==> config.mk <==
export PLATFORM = sky130hd
export DESIGN_NAME = instruction_fetch
export DESIGN_NICKNAME = d
export VERILOG_FILES = /design/src/rtl/instruction_fetch_pkg.sv /design/src/rtl/instruction_fetch_if_id_register.sv /design/src/rtl/instruction_fetch.sv
export SDC_FILE = /design/constraint.sdc
export NUM_CORES = 1
export LEC_CHECK = 0
export CAP_MARGIN = 20
export CORE_ASPECT_RATIO = 0.75
export CORE_MARGIN = 4
export CORE_UTILIZATION = 44
export DETAILED_ROUTE_END_ITERATION = 8
export HOLD_SLACK_MARGIN = 0.1
export PLACE_DENSITY = 0.82
export SYNTH_ARGS = -nofsm -noshare
export SYNTH_HDL_FRONTEND = slang
export SYNTH_SLANG_ARGS = --single-unit
==> constraint.sdc <==
create_clock -name CLK -period 2.6 [get_ports CLK]
set_input_delay 0.52 -clock CLK [delete_from_list [all_inputs] [get_ports CLK]]
set_output_delay 0.52 -clock CLK [all_outputs]
set_load 0.05 [all_outputs]
==> src/rtl/instruction_fetch_pkg.sv <==
`default_nettype none
// ============================================================================
// Module      : instruction_fetch_pkg
// Description : Shared definitions for the instruction fetch stage:
//               - FSM state encoding
//               - default address and data widths
//               - the halt instruction encoding
//               - the default reset PC
// Revision    : 1.0 - initial release
// ============================================================================
package instruction_fetch_pkg;

  localparam int IF_ADDR_W = 10;
  localparam int IF_DATA_W = 32;

  localparam logic [IF_ADDR_W-1:0] IF_RESET_PC  = 10'd0;
  localparam logic [IF_DATA_W-1:0] IF_HALT_WORD = 32'hFFFF_FFFF;

  typedef enum logic [1:0] {
    ST_IDLE  = 2'd0,
    ST_FETCH = 2'd1,
    ST_HALT  = 2'd2
  } if_state_t;

endpackage : instruction_fetch_pkg
`default_nettype wire

==> src/rtl/instruction_fetch_if_id_register.sv <==
`default_nettype none
// ============================================================================
// Module      : if_id_register
// Description : IF/ID pipeline register. It holds the fetched instruction,
//               the address it came from, and a valid flag.
//               Update priority, highest first:
//                 clear : drop VALID; INSTR and PC_OUT keep their values
//                 hold  : keep every field unchanged
//                 load  : capture instr_in and pc_in, set VALID
//               When none of these is asserted, all fields hold.
// Ports       : clk      - clock, rising edge
//               reset_n  - synchronous active-low reset
//               load     - capture instr_in / pc_in and set valid
//               clear    - clear valid
//               hold     - keep all fields unchanged
//               instr_in - instruction word to capture
//               pc_in    - address the word was read from
//               instr    - registered instruction
//               pc_out   - registered fetch address
//               valid    - registered valid flag
// Revision    : 1.0 - initial release
// ============================================================================
module if_id_register #(
  parameter int ADDR_W = 10,
  parameter int DATA_W = 32
) (
  input  logic              clk,
  input  logic              reset_n,
  input  logic              load,
  input  logic              clear,
  input  logic              hold,
  input  logic [DATA_W-1:0] instr_in,
  input  logic [ADDR_W-1:0] pc_in,
  output logic [DATA_W-1:0] instr,
  output logic [ADDR_W-1:0] pc_out,
  output logic              valid
);

  always_ff @(posedge clk) begin
    if (!reset_n) begin
      instr  <= '0;
      pc_out <= '0;
      valid  <= 1'b0;
    end else if (clear) begin
      // The squashed slot keeps stale INSTR/PC_OUT; only VALID matters.
      valid <= 1'b0;
    end else if (!hold && load) begin
      instr  <= instr_in;
      pc_out <= pc_in;
      valid  <= 1'b1;
    end
  end

endmodule : if_id_register
`default_nettype wire

==> src/rtl/instruction_fetch.sv <==
`default_nettype none
// ============================================================================
// Module      : instruction_fetch
// Description : Fetch stage in front of a combinational 1024-word
//               instruction memory. It owns the PC and the fetch FSM
//               (IDLE / FETCH / HALT), and feeds the IF/ID register.
//               In FETCH, the priority on each clock edge is:
//                 1. redirect (BRANCH_TAKEN)
//                 2. stall (STALL)
//                 3. advance
//               Fetching the halt word delivers it once and then freezes
//               the PC.
// Ports       : CLK           - clock, rising edge
//               RESET         - synchronous active-low reset
//               START         - pulse that leaves IDLE
//               STALL         - decode back-pressure
//               BRANCH_TAKEN  - redirect request
//               BRANCH_TARGET - redirect destination
//               IM_ADDRESS    - instruction memory address (current PC)
//               IM_Q          - instruction memory read data
//               INSTR         - IF/ID instruction
//               PC_OUT        - IF/ID fetch address
//               VALID         - IF/ID holds a live instruction
//               HALTED        - fetch stopped on the halt word
// Revision    : 1.0 - initial release
// ============================================================================
module instruction_fetch
  import instruction_fetch_pkg::*;
#(
  parameter int                ADDR_W    = IF_ADDR_W,
  parameter int                DATA_W    = IF_DATA_W,
  parameter logic [ADDR_W-1:0] RESET_PC  = ADDR_W'(IF_RESET_PC),
  parameter logic [DATA_W-1:0] HALT_WORD = DATA_W'(IF_HALT_WORD)
) (
  input  logic              CLK,
  input  logic              RESET,
  input  logic              START,
  input  logic              STALL,
  input  logic              BRANCH_TAKEN,
  input  logic [ADDR_W-1:0] BRANCH_TARGET,
  output logic [ADDR_W-1:0] IM_ADDRESS,
  input  logic [DATA_W-1:0] IM_Q,
  output logic [DATA_W-1:0] INSTR,
  output logic [ADDR_W-1:0] PC_OUT,
  output logic              VALID,
  output logic              HALTED
);

  if_state_t         state;
  if_state_t         next_state;
  logic [ADDR_W-1:0] pc;
  logic [ADDR_W-1:0] next_pc;
  logic              halted;
  logic              next_halted;
  logic              ifid_load;
  logic              ifid_clear;
  logic              ifid_hold;
  logic              is_halt_word;

  assign is_halt_word = (IM_Q == HALT_WORD);

  // State, PC and halt flag registers.
  always_ff @(posedge CLK) begin
    if (!RESET) begin
      state  <= ST_IDLE;
      pc     <= RESET_PC;
      halted <= 1'b0;
    end else begin
      state  <= next_state;
      pc     <= next_pc;
      halted <= next_halted;
    end
  end

  // Next-state, next-PC and IF/ID control.
  always_comb begin
    next_state  = state;
    next_pc     = pc;
    next_halted = halted;
    ifid_load   = 1'b0;
    ifid_clear  = 1'b0;
    ifid_hold   = 1'b1;

    case (state)
      ST_IDLE: begin
        // Only START matters here; STALL and BRANCH_TAKEN are ignored.
        if (START) begin
          next_state = ST_FETCH;
        end
      end

      ST_FETCH: begin
        if (BRANCH_TAKEN) begin
          // A redirect wins over a stall; the word on IM_Q is squashed.
          next_pc    = BRANCH_TARGET;
          ifid_clear = 1'b1;
        end else if (!STALL) begin
          ifid_hold = 1'b0;
          ifid_load = 1'b1;
          if (is_halt_word) begin
            // Deliver the halt word and freeze the PC on its address.
            next_state  = ST_HALT;
            next_halted = 1'b1;
          end else begin
            // Wraps modulo 2^ADDR_W.
            next_pc = pc + ADDR_W'(1);
          end
        end
      end

      ST_HALT: begin
        if (BRANCH_TAKEN) begin
          // An older instruction redirects, so the halt was on a wrong path.
          next_pc     = BRANCH_TARGET;
          next_state  = ST_FETCH;
          next_halted = 1'b0;
          ifid_clear  = 1'b1;
        end else if (!STALL) begin
          // The halt word has been consumed by decode; retire it.
          ifid_clear = 1'b1;
        end
      end

      default: begin
        next_state = ST_IDLE;
      end
    endcase
  end

  if_id_register #(
    .ADDR_W (ADDR_W),
    .DATA_W (DATA_W)
  ) u_if_id_register (
    .clk      (CLK),
    .reset_n  (RESET),
    .load     (ifid_load),
    .clear    (ifid_clear),
    .hold     (ifid_hold),
    .instr_in (IM_Q),
    .pc_in    (pc),
    .instr    (INSTR),
    .pc_out   (PC_OUT),
    .valid    (VALID)
  );

  assign IM_ADDRESS = pc;
  assign HALTED     = halted;

endmodule : instruction_fetch
`default_nettype wire

* After elaboration in Yosys (flattened, before gate mapping)
Cells that the tools add are included.
** Operators by class
- Add/subtract/negate cells :: 1
- Multiply operators :: 0
- Div/mod/pow operators :: 0
- $lt $le $gt $ge :: 0
- Equality and inequality tests :: 10
- Shifts and indexed selects :: 0
- Mux-type cells :: 25
- Bitwise gates (word level) :: 2
- Reductions and logical operators :: 9
** Operator list (number)
- 2-to-1 mux 10 bit :: 4
- equality test 32 bit (second input constant) :: 1
- one-hot mux 10 bit (2 select lines) :: 1
- 2-to-1 mux 1 bit :: 12
- adder 10 x 1 -> 10 bit (second input constant) :: 1
- 2-to-1 mux 2 bit :: 5
- inequality test 2 bit (second input constant) :: 5
- AND reduction 5 bit :: 2
- inequality test 3 bit (second input constant) :: 2
- one-hot mux 2 bit (3 select lines) :: 1
- one-hot mux 1 bit (2 select lines) :: 2
- AND reduction 4 bit :: 1
- equality test 2 x 1 -> 1 bit (second input constant) :: 1
- equality test 2 bit (second input constant) :: 1
- zero test 2 bit :: 1
- inverter 1 bit :: 2
- AND reduction 2 bit :: 1
- nonzero test 2 bit :: 1
- OR reduction 2 bit :: 1
- logical AND 1 bit :: 1
- zero test 1 bit :: 1
** Storage, ports and cells
- Bits in registers :: 56
- Bits in latches :: 0
- RAM bits :: 0
- ROM bits :: 0
- Bits of input ports :: 47
- Output and inout port bits :: 54
- Logic and storage cells :: 53
- Memories :: 0

* Logic depth before layout (Yosys ltp)
- Depth in word-level cells :: 6
- Gate-level depth with buffers :: 9
- Gate-level depth less buffers :: 7

* Cells and area by module
A second synthesis with hierarchy kept.
** Second synthesis, totals
- Cells, all modules :: 331
- Area, all modules :: 2896.5 um2
** By module, submodules not included
- if_id_register :: times used 1, cells an instance 187, area an instance 1766.7 um2, sequential area each 860.8 um2
- instruction_fetch :: times used 1, cells an instance 144, area an instance 1129.8 um2, sequential area each 260.2 um2

* Least setup slack after synthesis
OpenSTA, ideal clock, no wires.
- Path kind :: register to register
- From :: reg pc[0] (netlist: IM_ADDRESS[0])
- To :: reg pc[7] (netlist: IM_ADDRESS[7])
- Library setup time :: 116 ps
- Arrival time :: 1756 ps
- Required time :: 2484 ps
- Path slack :: 728 ps
- Cell stages (with the launch flop) :: 6
- Path buffers :: 0
- Period minus slack after synthesis :: 1872 ps
- Cells stage by stage :: dfxtp_1 and4_1 nor2b_1 a31oi_1 o311a_1 a31o_1
** On the way
- Cells in the longest elaborated chain, start to end :: 5
** RTL lines
- from (decl) :: line instruction_fetch.sv:51 : logic [ADDR_W-1:0] pc;
- from (signal assigned) :: line instruction_fetch.sv:70 : pc <= next_pc;
- adder 10 x 1 -> 10 bit :: line instruction_fetch.sv:106 : next_pc = pc + ADDR_W'(1);
- 2-to-1 mux 10 bit :: line instruction_fetch.sv:100 : if (is_halt_word) begin
- 2-to-1 mux 10 bit :: line instruction_fetch.sv:97 : end else if (!STALL) begin
- 2-to-1 mux 10 bit :: line instruction_fetch.sv:93 : if (BRANCH_TAKEN) begin
- one-hot mux 10 bit (2 select lines) :: line instruction_fetch.sv:84 : case (state)
Every way passes these cells. The select of a mux whose other input is x is not followed.
A chain may end at the register's enable or synchronous reset.

* Worst setup path after layout
- From :: reg pc[4] (netlist: IM_ADDRESS[4])
- To :: out IM_ADDRESS[4]
** RTL lines
- to (decl) :: line instruction_fetch.sv:41 : output logic [ADDR_W-1:0] IM_ADDRESS,
No word-level cell between the ends.

==> metrics.cfg <==
[worst_setup_path]
cp_max_fo = 8
path_cells = clkdlybuf4s50_1
crit_family = buffers and inverters
timing.rr.end = IM_ADDRESS[6]
slowest_delay_ps = 850
rr_worst_depth = 7
rr_startpoint = state[0]
cp.depth = 1
path_class = reg2out
critPathLaunchType = flop
reg2reg_slack_ps = 610
crit_buf_inv = 1
crit_required_ps = 2080
startpoint = IM_ADDRESS[4]
worstPathArrival_ps = 1640
critPathSlowestCell = clkdlybuf4s50_1
worstSetupEndpointType = primary output

[sta]
drv_slew = 0
fmax_ghz = 0.463
rsz0062_at_grt = no
hold_viol_final = 0
period_needed_ps = 2160
slew_headroom = 0.635
tightest_slew_ps = 548
setup_viol = 0
period_share = 0.831
tns_ps = 0
finalWorstSetupSlack_ps = 441
skew_ps = 7.15

[floorplanning]
initial_core_util = 0.452
ioPinCount = 101
num_rows = 24
fp.dieArea_um2 = 7260
die_y_um = 74.8
coreArea_um2 = 5800
die_x_um = 97.1

[finish]
fill_cells = 494
postLayoutCellArea_um2 = 3810
multi_input_area_um2 = 1390
regArea_um2 = 1120
drive_gt1_frac = 0.0501
area_growth_pct = 45.7
layout.nets = 471
diodes = 0
finalNonFillerCells = 497

[clock_tree]
cts_hold_buf = 0
cts_resized = 0
cts.sinks = 56
tritoncts = done
htreeDepth = 2
clockRootBuffer = clkbuf_8
cts_buffer_depth = 2
post_cts_buffers = 0
clk_pin_slew_ps = 100
cts_buffers = 5
clock_latency_ps = 310

[global_routing]
antenna_found_initial = 0
grt_overflow = 0
grt_pass1_wl_um = 11800
grt_pass1_vias = 2391
grt_max_degree = 36
gr-usage-all-layers = 0.197

[logic_synthesis]
synth_top_area_frac = 0.428
synth_area_um2 = 2620
yosys_warnings = 0
avgSynthCellArea_um2 = 8.08
yosysSeqAreaShare = 0.428
synth_async_sr_flop_share = 0
synth.largest_area_cell = dfxtp_1
synth_cell_types = 39
synth.area.top_cells = dfxtp_1 43%, nand2_1 15%, a21boi_0 10%
syn_inst = 324
synth-edff-count = 0
synth_seq_cells = 56
synth_fp_nets = 377
ys.flop_type = dfxtp_1

[power]
power.switching_mw = 1.01
power.internal_mw = 1.60
p_leak_nw = 1.33
finalPower_mw = 2.61
power.density_nw_per_um2 = 684
clkPwrFrac = 0.223
max-vdd-ir-drop_uv = 290
p_seq_frac = 0.398
pwr-share-comb = 0.379
power_switching_share = 0.387

[drt]
avgRoutedWirePerCell_um = 14.8
drt-initial-drc-count = 155
wl_met1_um = 3600
routed-wl-met2_um = 3330
num_vias = 2569
drc = 0
drt_first_pass_iters = 4
ant_nets = 0
wl_met3_um = 394
viasPerCell = 5.17
wirelength_um = 7380
top_layer = met4

[status]
status = finished clean

[placement]
place_area_um2 = 3700
dp_hpwl_um = 5450
place_ws_ps = 224
place_congestion = 0.879
place.port_buffers = 100
dp_cells = 489

[min_path]
min_to = u_if_id_register.instr[11]
hold_depth = 2
worstHoldPathType = reg2reg
hp-start = u_if_id_register.instr[11]

[job]
maxCapViolations = 0

==> area by class of cell <==
cell class,count,share of cell area
Clock inverter,3,0.0121
Multi-Input combinational cell,243,0.364
Tap cell,78,0.0256
Inverter,5,0.00492
Sequential cell,56,0.294
Timing Repair Buffer,107,0.282
Clock buffer,5,0.0181
==> synth_stat cells (2+ instances only) <==
master,n
o22ai_1,4
a31o_1,2
nor2_1,13
dfxtp_1,56
o21ai_0,8
a21oi_1,14
ha_1,6
and4_1,3
nand3_1,4
a21boi_0,35
o31ai_1,5
a21boi_1,8
a31oi_1,2
nand4_1,9
o311ai_0,4
buf_2,7
nor3b_1,2
nand2b_1,2
clkbuf_1,12
mux2i_1,2
nand2_1,104
inv_1,5
==> worst max-delay path by stage <==
stage                     to  slack [ps]
2_1_floorplan  IM_ADDRESS[7]         730
3_3_place_gp   IM_ADDRESS[0]         250
3_5_place_dp   IM_ADDRESS[1]         220
4_1_cts        IM_ADDRESS[4]         440
5_1_grt        IM_ADDRESS[6]         370
6_report       IM_ADDRESS[4]         440
==> logic make-up after synthesis <==
group,synth area share
AOI/OAI and AO/OA,0.232
adders and majority gates,0.0287
buffers and inverters,0.0421
DFF,0.428
muxes,0.00765
and+or+nand+nor,0.261
==> flip-flops by register name, summed over array words and instances, names as in the netlist <==
name,cells
HALTED,1
IM_ADDRESS,10
state,2
u_if_id_register.instr,32
u_if_id_register.pc_out,10
u_if_id_register.valid,1
==> cells in the final DEF, fill, tap and decap left out, types with 2 or more instances in the layout <==
cell / n
buf_12: 2
o21ai_0: 8
buf_4: 5
ha_1: 6
o311ai_0: 4
nand3_1: 4
nor2_1: 13
a21boi_0: 35
dfxtp_1: 56
clkbuf_8: 5
a31o_1: 2
a31oi_1: 2
nand4_1: 9
mux2i_1: 2
and4_1: 3
o31ai_1: 5
o22ai_1: 4
inv_1: 5
nand2_1: 104
nand2b_1: 2
clkdlybuf4s50_1: 99
nor3b_1: 2
a21boi_1: 8
a21oi_1: 14
==> through the flow <==
| step | util | hold WS (ps) |
|---|---|---|
| finish | 0.658 | 465 |
| floorplan | - | 468 |
| global placement | 0.638 | 441 |
| CTS | 0.658 | 466 |
| detailed placement | 0.638 | 451 |
| global route | 0.658 | 484 |
==> layer usage <==
layer | track usage | up-vias
met3 | 0.0361 | 6
met4 | 0.0421 | 0
met2 | 0.326 | 77
li1 | - | 1305
met5 | 0 | -
met1 | 0.273 | 1181
==> power by group through the flow <==
stage	Combinational (mW)	Sequential, mW	Clock, mW
after floorplan	0.382	1.29	0
after global placement	0.960	1.05	0
after CTS	0.987	1.04	0.592
final	0.988	1.04	0.582
after detailed placement	0.981	1.05	0
after global routing	1.06	1.05	0.624
No activity file was read; power rests on OpenSTA's default activity.
